<file path="src/rtl/iic_eeprom_slave.sv">
// iic_eeprom_slave: IIC slave that emulates a byte-addressable EEPROM.
// SCL/SDA are oversampled on clk. Storage is an internal register array.
// The slave adds a write-cycle busy window; the device address is NACKed
// while that window runs, so a master can poll for completion.
// Ports:
//   clk, rst_n : system clock, asynchronous active-low reset
//   SCL, SDA_in: IIC bus inputs (asynchronous to clk)
//   WP         : write protect, level-sensitive
//   SDA_out    : data to the open-drain pad logic
//   SDA_oe     : 1 = drive SDA_out onto the bus, 0 = release
//   busy       : high while the internal write cycle runs
module iic_eeprom_slave #(
  parameter logic [6:0]  DEV_ADDR   = 7'h50,
  parameter int unsigned ADDR_BYTES = 1,
  parameter int unsigned MEM_DEPTH  = 256,
  parameter int unsigned PAGE_SIZE  = 8,
  parameter int unsigned HOLD_CLKS  = 10,
  parameter int unsigned TWR_CLKS   = 26'd50_000_000
) (
  input  logic clk,
  input  logic rst_n,
  input  logic SCL,
  input  logic SDA_in,
  input  logic WP,
  output logic SDA_out,
  output logic SDA_oe,
  output logic busy
);

  localparam int unsigned ADDR_W = $clog2(MEM_DEPTH);
  localparam int unsigned HOLD_W = $clog2(HOLD_CLKS + 1);
  localparam int unsigned TWR_W  = $clog2(TWR_CLKS + 1);
  localparam logic [ADDR_W-1:0] PAGE_MASK = ADDR_W'(PAGE_SIZE - 1);

  localparam logic [3:0] S_IDLE      = 4'd0;
  localparam logic [3:0] S_DEV       = 4'd1;
  localparam logic [3:0] S_DEV_ACK   = 4'd2;
  localparam logic [3:0] S_ADDR      = 4'd3;
  localparam logic [3:0] S_ADDR_ACK  = 4'd4;
  localparam logic [3:0] S_WDATA     = 4'd5;
  localparam logic [3:0] S_WDATA_ACK = 4'd6;
  localparam logic [3:0] S_RDATA     = 4'd7;
  localparam logic [3:0] S_RACK      = 4'd8;
  localparam logic [3:0] S_WAIT_STOP = 4'd9;

  logic [2:0]        scl_sr, sda_sr;
  logic [1:0]        wp_sr;
  logic              scl_s, scl_d, sda_s, sda_d, wp_s;
  logic              scl_rise, scl_fall, start_c, stop_c;
  logic [3:0]        state;
  logic [3:0]        bit_cnt;
  logic [7:0]        shreg;
  logic [7:0]        rx_byte;
  logic [ADDR_W-1:0] ptr, addr_acc, ptr_page_next;
  logic              addr_idx;
  logic              written;
  logic [HOLD_W-1:0] hold_cnt;
  logic [TWR_W-1:0]  wr_timer;
  logic              mem_we;
  logic [7:0]        mem [MEM_DEPTH];

  // Index 1 is the synchronised value, index 2 its 1-cycle delayed copy.
  assign scl_s    = scl_sr[1];
  assign scl_d    = scl_sr[2];
  assign sda_s    = sda_sr[1];
  assign sda_d    = sda_sr[2];
  assign wp_s     = wp_sr[1];
  assign scl_rise = scl_s & ~scl_d;
  assign scl_fall = ~scl_s & scl_d;
  assign start_c  = scl_s & scl_d & ~sda_s & sda_d;
  assign stop_c   = scl_s & scl_d & sda_s & ~sda_d;
  assign rx_byte  = {shreg[6:0], sda_s};
  assign busy     = (wr_timer != '0);

  // Page-wrapping increment: only the in-page offset bits advance.
  assign ptr_page_next = (ptr & ~PAGE_MASK) | ((ptr + ADDR_W'(1)) & PAGE_MASK);

  // Data byte is committed on the falling edge that ends its ACK bit.
  assign mem_we = scl_fall & ~start_c & ~stop_c & (state == S_WDATA_ACK) & (bit_cnt == 4'd0);

  always_ff @(posedge clk) begin
    if (mem_we) mem[ptr] <= shreg;
  end

  always_ff @(posedge clk or negedge rst_n) begin
    if (!rst_n) begin
      scl_sr   <= '1;
      sda_sr   <= '1;
      wp_sr    <= '0;
      state    <= S_IDLE;
      bit_cnt  <= '0;
      shreg    <= '0;
      ptr      <= '0;
      addr_acc <= '0;
      addr_idx <= 1'b0;
      written  <= 1'b0;
      hold_cnt <= '0;
      wr_timer <= '0;
      SDA_out  <= 1'b1;
      SDA_oe   <= 1'b0;
    end else begin
      scl_sr <= {scl_sr[1:0], SCL};
      sda_sr <= {sda_sr[1:0], SDA_in};
      wp_sr  <= {wp_sr[0], WP};

      if (wr_timer != '0) wr_timer <= wr_timer - TWR_W'(1);

      if (start_c) begin
        state    <= S_DEV;
        bit_cnt  <= '0;
        addr_idx <= 1'b0;
        hold_cnt <= '0;
        SDA_oe   <= 1'b0;
        SDA_out  <= 1'b1;
      end else if (stop_c) begin
        state    <= S_IDLE;
        bit_cnt  <= '0;
        hold_cnt <= '0;
        SDA_oe   <= 1'b0;
        SDA_out  <= 1'b1;
        if (written) begin
          written  <= 1'b0;
          wr_timer <= TWR_W'(TWR_CLKS);
        end
      end else begin
        // Output update HOLD_CLKS cycles after the SCL falling edge, chosen
        // from the state reached at that falling edge.
        if (hold_cnt != '0) begin
          hold_cnt <= hold_cnt - HOLD_W'(1);
          if (hold_cnt == HOLD_W'(1)) begin
            case (state)
              S_DEV_ACK, S_ADDR_ACK, S_WDATA_ACK: begin
                SDA_oe  <= 1'b1;
                SDA_out <= 1'b0;
              end
              S_RDATA: begin
                SDA_oe  <= 1'b1;
                SDA_out <= shreg[7];
              end
              default: begin
                SDA_oe  <= 1'b0;
                SDA_out <= 1'b1;
              end
            endcase
          end
        end
        if (scl_fall) hold_cnt <= HOLD_W'(HOLD_CLKS);

        // ACK states are entered on the 8th rising edge; the 9th rising edge
        // clears bit_cnt so the following falling edge leaves the state.
        if (scl_rise) begin
          case (state)
            S_DEV: begin
              shreg   <= rx_byte;
              bit_cnt <= bit_cnt + 4'd1;
              if (bit_cnt == 4'd7)
                state <= (rx_byte[7:1] == DEV_ADDR && !busy) ? S_DEV_ACK : S_WAIT_STOP;
            end
            S_ADDR: begin
              shreg   <= rx_byte;
              bit_cnt <= bit_cnt + 4'd1;
              if (bit_cnt == 4'd7) begin
                addr_acc <= ADDR_W'({addr_acc, rx_byte});
                state    <= S_ADDR_ACK;
              end
            end
            S_WDATA: begin
              shreg   <= rx_byte;
              bit_cnt <= bit_cnt + 4'd1;
              if (bit_cnt == 4'd7) state <= wp_s ? S_WAIT_STOP : S_WDATA_ACK;
            end
            S_RDATA: begin
              shreg   <= rx_byte;
              bit_cnt <= bit_cnt + 4'd1;
              if (bit_cnt == 4'd7) begin
                state <= S_RACK;
                ptr   <= ptr + ADDR_W'(1);
              end
            end
            S_DEV_ACK, S_ADDR_ACK, S_WDATA_ACK: bit_cnt <= '0;
            S_RACK: begin
              if (sda_s) state <= S_WAIT_STOP;
              else       bit_cnt <= '0;
            end
            default: ;
          endcase
        end else if (scl_fall && bit_cnt == 4'd0) begin
          case (state)
            S_DEV_ACK: begin
              if (shreg[0]) begin
                state <= S_RDATA;
                shreg <= mem[ptr];
              end else begin
                state <= S_ADDR;
              end
            end
            S_ADDR_ACK: begin
              if (addr_idx == 1'(ADDR_BYTES - 1)) begin
                ptr   <= addr_acc;
                state <= S_WDATA;
              end else begin
                addr_idx <= addr_idx + 1'b1;
                state    <= S_ADDR;
              end
            end
            S_WDATA_ACK: begin
              ptr     <= ptr_page_next;
              written <= 1'b1;
              state   <= S_WDATA;
            end
            S_RACK: begin
              state <= S_RDATA;
              shreg <= mem[ptr];
            end
            default: ;
          endcase
        end
      end
    end
  end

endmodule

</file>
<file path="config.mk">
export PLATFORM = sky130hd
export DESIGN_NAME = iic_eeprom_slave
export DESIGN_NICKNAME = d
export VERILOG_FILES = /design/src/rtl/iic_eeprom_slave.sv
export SDC_FILE = /design/constraint.sdc
export NUM_CORES = 2
export LEC_CHECK = 0
export CELL_PAD_IN_SITES_DETAIL_PLACEMENT = 1
export CELL_PAD_IN_SITES_GLOBAL_PLACEMENT = 1
export CORE_MARGIN = 10
export CORE_UTILIZATION = 60
export DETAILED_ROUTE_END_ITERATION = 6
export MAX_ROUTING_LAYER = met4
export PLACE_DENSITY_LB_ADDON = 0.1
export SLEW_MARGIN = 0
export SYNTH_ARGS = -nofsm -noshare
export SYNTH_HDL_FRONTEND = slang
export SYNTH_SLANG_ARGS = --single-unit
</file>
<file path="constraint.sdc">
create_clock -name clk -period 12.9 [get_ports clk]
set_clock_uncertainty 0.2 [all_clocks]
set_input_delay 2.58 -clock clk [delete_from_list [all_inputs] [get_ports clk]]
set_output_delay 2.58 -clock clk [all_outputs]
set_load 0.02 [all_outputs]
</file>
==> impl_metrics.json <==
{
  "status": "finished clean",
  "final_common_cell": "edfxtp_1",
  "synthMuxAreaShare": 0.1383,
  "crit_path_end_kind": "primary output",
  "final_layout_size_suffix_gt1_frac": 0.1766,
  "slowest_delay_ns": 0.65,
  "clk_path_buf_depth": 3,
  "post_cts_buffers": 0,
  "port_buffers": 7,
  "synth_edf_count": 2048,
  "grt_max_degree": 226,
  "routedWlPerCell_um": 34.98,
  "setup_violations": 0,
  "synth_compound_area_frac": 0.04142,
  "critPathTopFamily": "simple AND/OR/NAND/NOR gates",
  "grt_antenna_before_repair": 5,
  "die_h_um": 391.3,
  "cp.arrival_ns": 3.70,
  "syn_inst": 4280,
  "synth_fp_nets": 4295,
  "vdd_ir_drop_max_uv": 149.2,
  "crit_required_ns": 10.12,
  "relSlewSlack": 0.07697,
  "worst_pin_slew_ns": 1.372,
  "place.gp.congestion": 0.9002,
  "nNetsFinal": 4339,
  "grt_usage": 0.2991,
  "hpwl_mm": 133.7,
  "cts_hold_buf": 0,
  "critPathLaunchType": "register",
  "yosysWarnings": 0,
  "ys_seq_area_frac": 0.7655,
  "rsz0062_at_grt": "false",
  "vias": 43200,
  "grt_overflow_total": 0,
  "synthSimpleGateAreaFrac": 0.03646,
  "hold_violations": 0,
  "crit_path_top_delay_cell": "nor4_4",
  "drt-pass1-iter-count": 5,
  "ys_ff_latch": 2121,
  "grt_pass1_vias": 45220,
  "rows": 136,
  "syn_area_um2": 82730,
  "wirelength_mm": 220.0,
  "cts.sinks": 2121,
  "synth_top_family_by_area": "multiplexers",
  "instances_no_fill": 6289,
  "post-place-cells": 5910,
  "die_area_um2": 153100,
  "finalCritPeriodShare": 0.5022,
  "cts_buffers": 206,
  "ant_nets": 0,
  "critPathMaxFanout": 10,
  "cp_cell_sequence": "or4_4 > or4_4 > nor4_4 > inv_1 > clkdlybuf4s50_1",
  "syn_avg_cell_area_um2": 19.33,
  "cts.clk_slew.worst_paths_ns": 0.06,
  "htree_levels": 4,
  "tns_ns": 0,
  "crit_path_frequent_cell": "or4_4",
  "cts_tree": "done",
  "max_freq_mhz": 154.4,
  "synth_xor_area_frac": 0.001800,
  "area.growth.synth_to_final_pct": 10.29,
  "design_area_um2": 91250,
  "whs_ns": 0.1578,
  "vias_per_cell": 6.869,
  "coreArea_um2": 137200,
  "placed_area_um2": 84720,
  "start_util": 0.6032,
  "drt_iter0_drc": 5354,
  "die_x_um": 391.3,
  "min_period_ns": 6.478,
  "num_io_pins": 8,
  "crit_buf_inv": 2,
  "hp-class": "reg2reg",
  "synth_adder_area_share": 0.001512,
  "criticalPathCategory": "reg2out",
  "most-common-layout-cells": "edfxtp_1 (2048), mux4_2 (343), mux2i_1 (331)",
  "ys.flop_type": "edfxtp_1",
  "grt_pass1_wl_mm": 322.2,
  "worstSkewPairLatency_ns": 0.86,
  "drc": 0,
  "post_cts_resized": 0,
  "synthDistinctLibCells": 69,
  "cap_violations": 0,
  "cts_root_buf": "clkbuf_16",
  "p_per_area_nw_per_um2": 196.5,
  "async_flop_share": 0.03442,
  "slew_violations": 0,
  "leakage_nw": 29.73
}
## power by group
| group | internal [mW] | total (mW) | switching, mW |
|---|---|---|---|
| Clock | 3.34 | 5.88 | 2.55 |
| Combinational | 1.46 | 3.83 | 2.37 |
| Sequential | 7.99 | 8.22 | 0.224 |
| Total | 12.8 | 17.9 | 5.14 |
## cell type report
cell class / count / area [µm²]
antenna: 4 / 10.01
clock buffer: 263 / 5451
multi-input combinational: 1886 / 18220
clock inverter: 112 / 1069
tap: 1794 / 2245
fill: 11060 / 45900
sequential: 2121 / 63380
timing repair buffer: 91 / 810.8
inverter: 18 / 67.56
## synth_stat cells (all sizes together), types with 8 or more instances
cell type | number | share of area
nor3 | 18 | 0.0011
o211ai | 17 | 0.0015
a22o | 16 | 0.0017
clkbuf | 134 | 0.0061
o22ai | 143 | 0.011
edfxtp | 2048 | 0.74
dfrtp | 66 | 0.020
nand2b | 10 | 0.00076
nor2 | 325 | 0.015
a221oi | 43 | 0.0046
nand2 | 102 | 0.0046
a22oi | 114 | 0.010
mux2 | 36 | 0.0049
ha | 10 | 0.0015
mux2i | 331 | 0.040
or2 | 8 | 0.00060
buf | 121 | 0.0081
a21oi | 56 | 0.0034
nand4 | 19 | 0.0014
and3 | 11 | 0.00083
nor4 | 53 | 0.0043
o21ai | 71 | 0.0043
nand3 | 36 | 0.0022
mux4 | 343 | 0.093
xnor2 | 14 | 0.0015
inv | 17 | 0.00077
nor2b | 11 | 0.00083
## metal layers
| layer | up-vias | wire [µm] | track usage |
|---|---|---|---|
| met4 | 0 | 9083 | 0.1161 |
| met3 | 490 | 18430 | 0.05305 |
| met5 | - | 0 | - |
| met1 | 22800 | 85780 | 0.4020 |
| li1 | 17690 | - | - |
| met2 | 2216 | 106700 | 0.4609 |
## cell families after synthesis
| logic type | after synthesis |
|---|---|
| and+or+nand+nor | 642 |
| muxes | 710 |
| buffers and inverters | 273 |
| AOI/OAI and AO/OA | 507 |
| adders and majority gates | 10 |
| DFF | 2121 |
| xor gates and xnor gates | 17 |
## metrics by stage
stage	power [mW]	setup WS (ns)	util
detailed placement	12.16	7.154	0.6177
CTS	17.96	6.341	0.6652
floorplan	10.97	7.839	-
global placement	12.05	7.190	0.6177
finish	17.93	6.422	0.6653
global route	18.48	6.187	0.6653
## path summary, 6_finish.rpt
kind / startpoint / end / slack, ns / cells after the start
min in group asynchronous: rst_n / state[0]$_DFFE_PN0P_ / 1.45 / 1
worst min register to register: scl_sr[0]$_DFF_PN1_ / scl_sr[1]$_DFF_PN1_ / 0.16 / 0
worst max register to register: ptr[0]$_DFFE_PN0P_ / shreg[3]$_DFFE_PN0P_ / 7.03 / 9
worst min-delay path: scl_sr[0]$_DFF_PN1_ / scl_sr[1]$_DFF_PN1_ / 0.16 / 0
worst max-delay path: wr_timer[8]$_DFF_PN0_ / busy / 6.42 / 5
max in group asynchronous: rst_n / shreg[6]$_DFFE_PN0P_ / 9.91 / 2
## flip-flops by register name (all words and copies together) (netlist names)
register,cells
SDA_oe,1
wp_sr,2
hold_cnt,4
written,1
wr_timer,26
SDA_out,1
bit_cnt,4
shreg,8
sda_sr,3
state,4
mem,2048
addr_acc,8
ptr,8
scl_sr,3
Power figures use the tool's default switching activity.
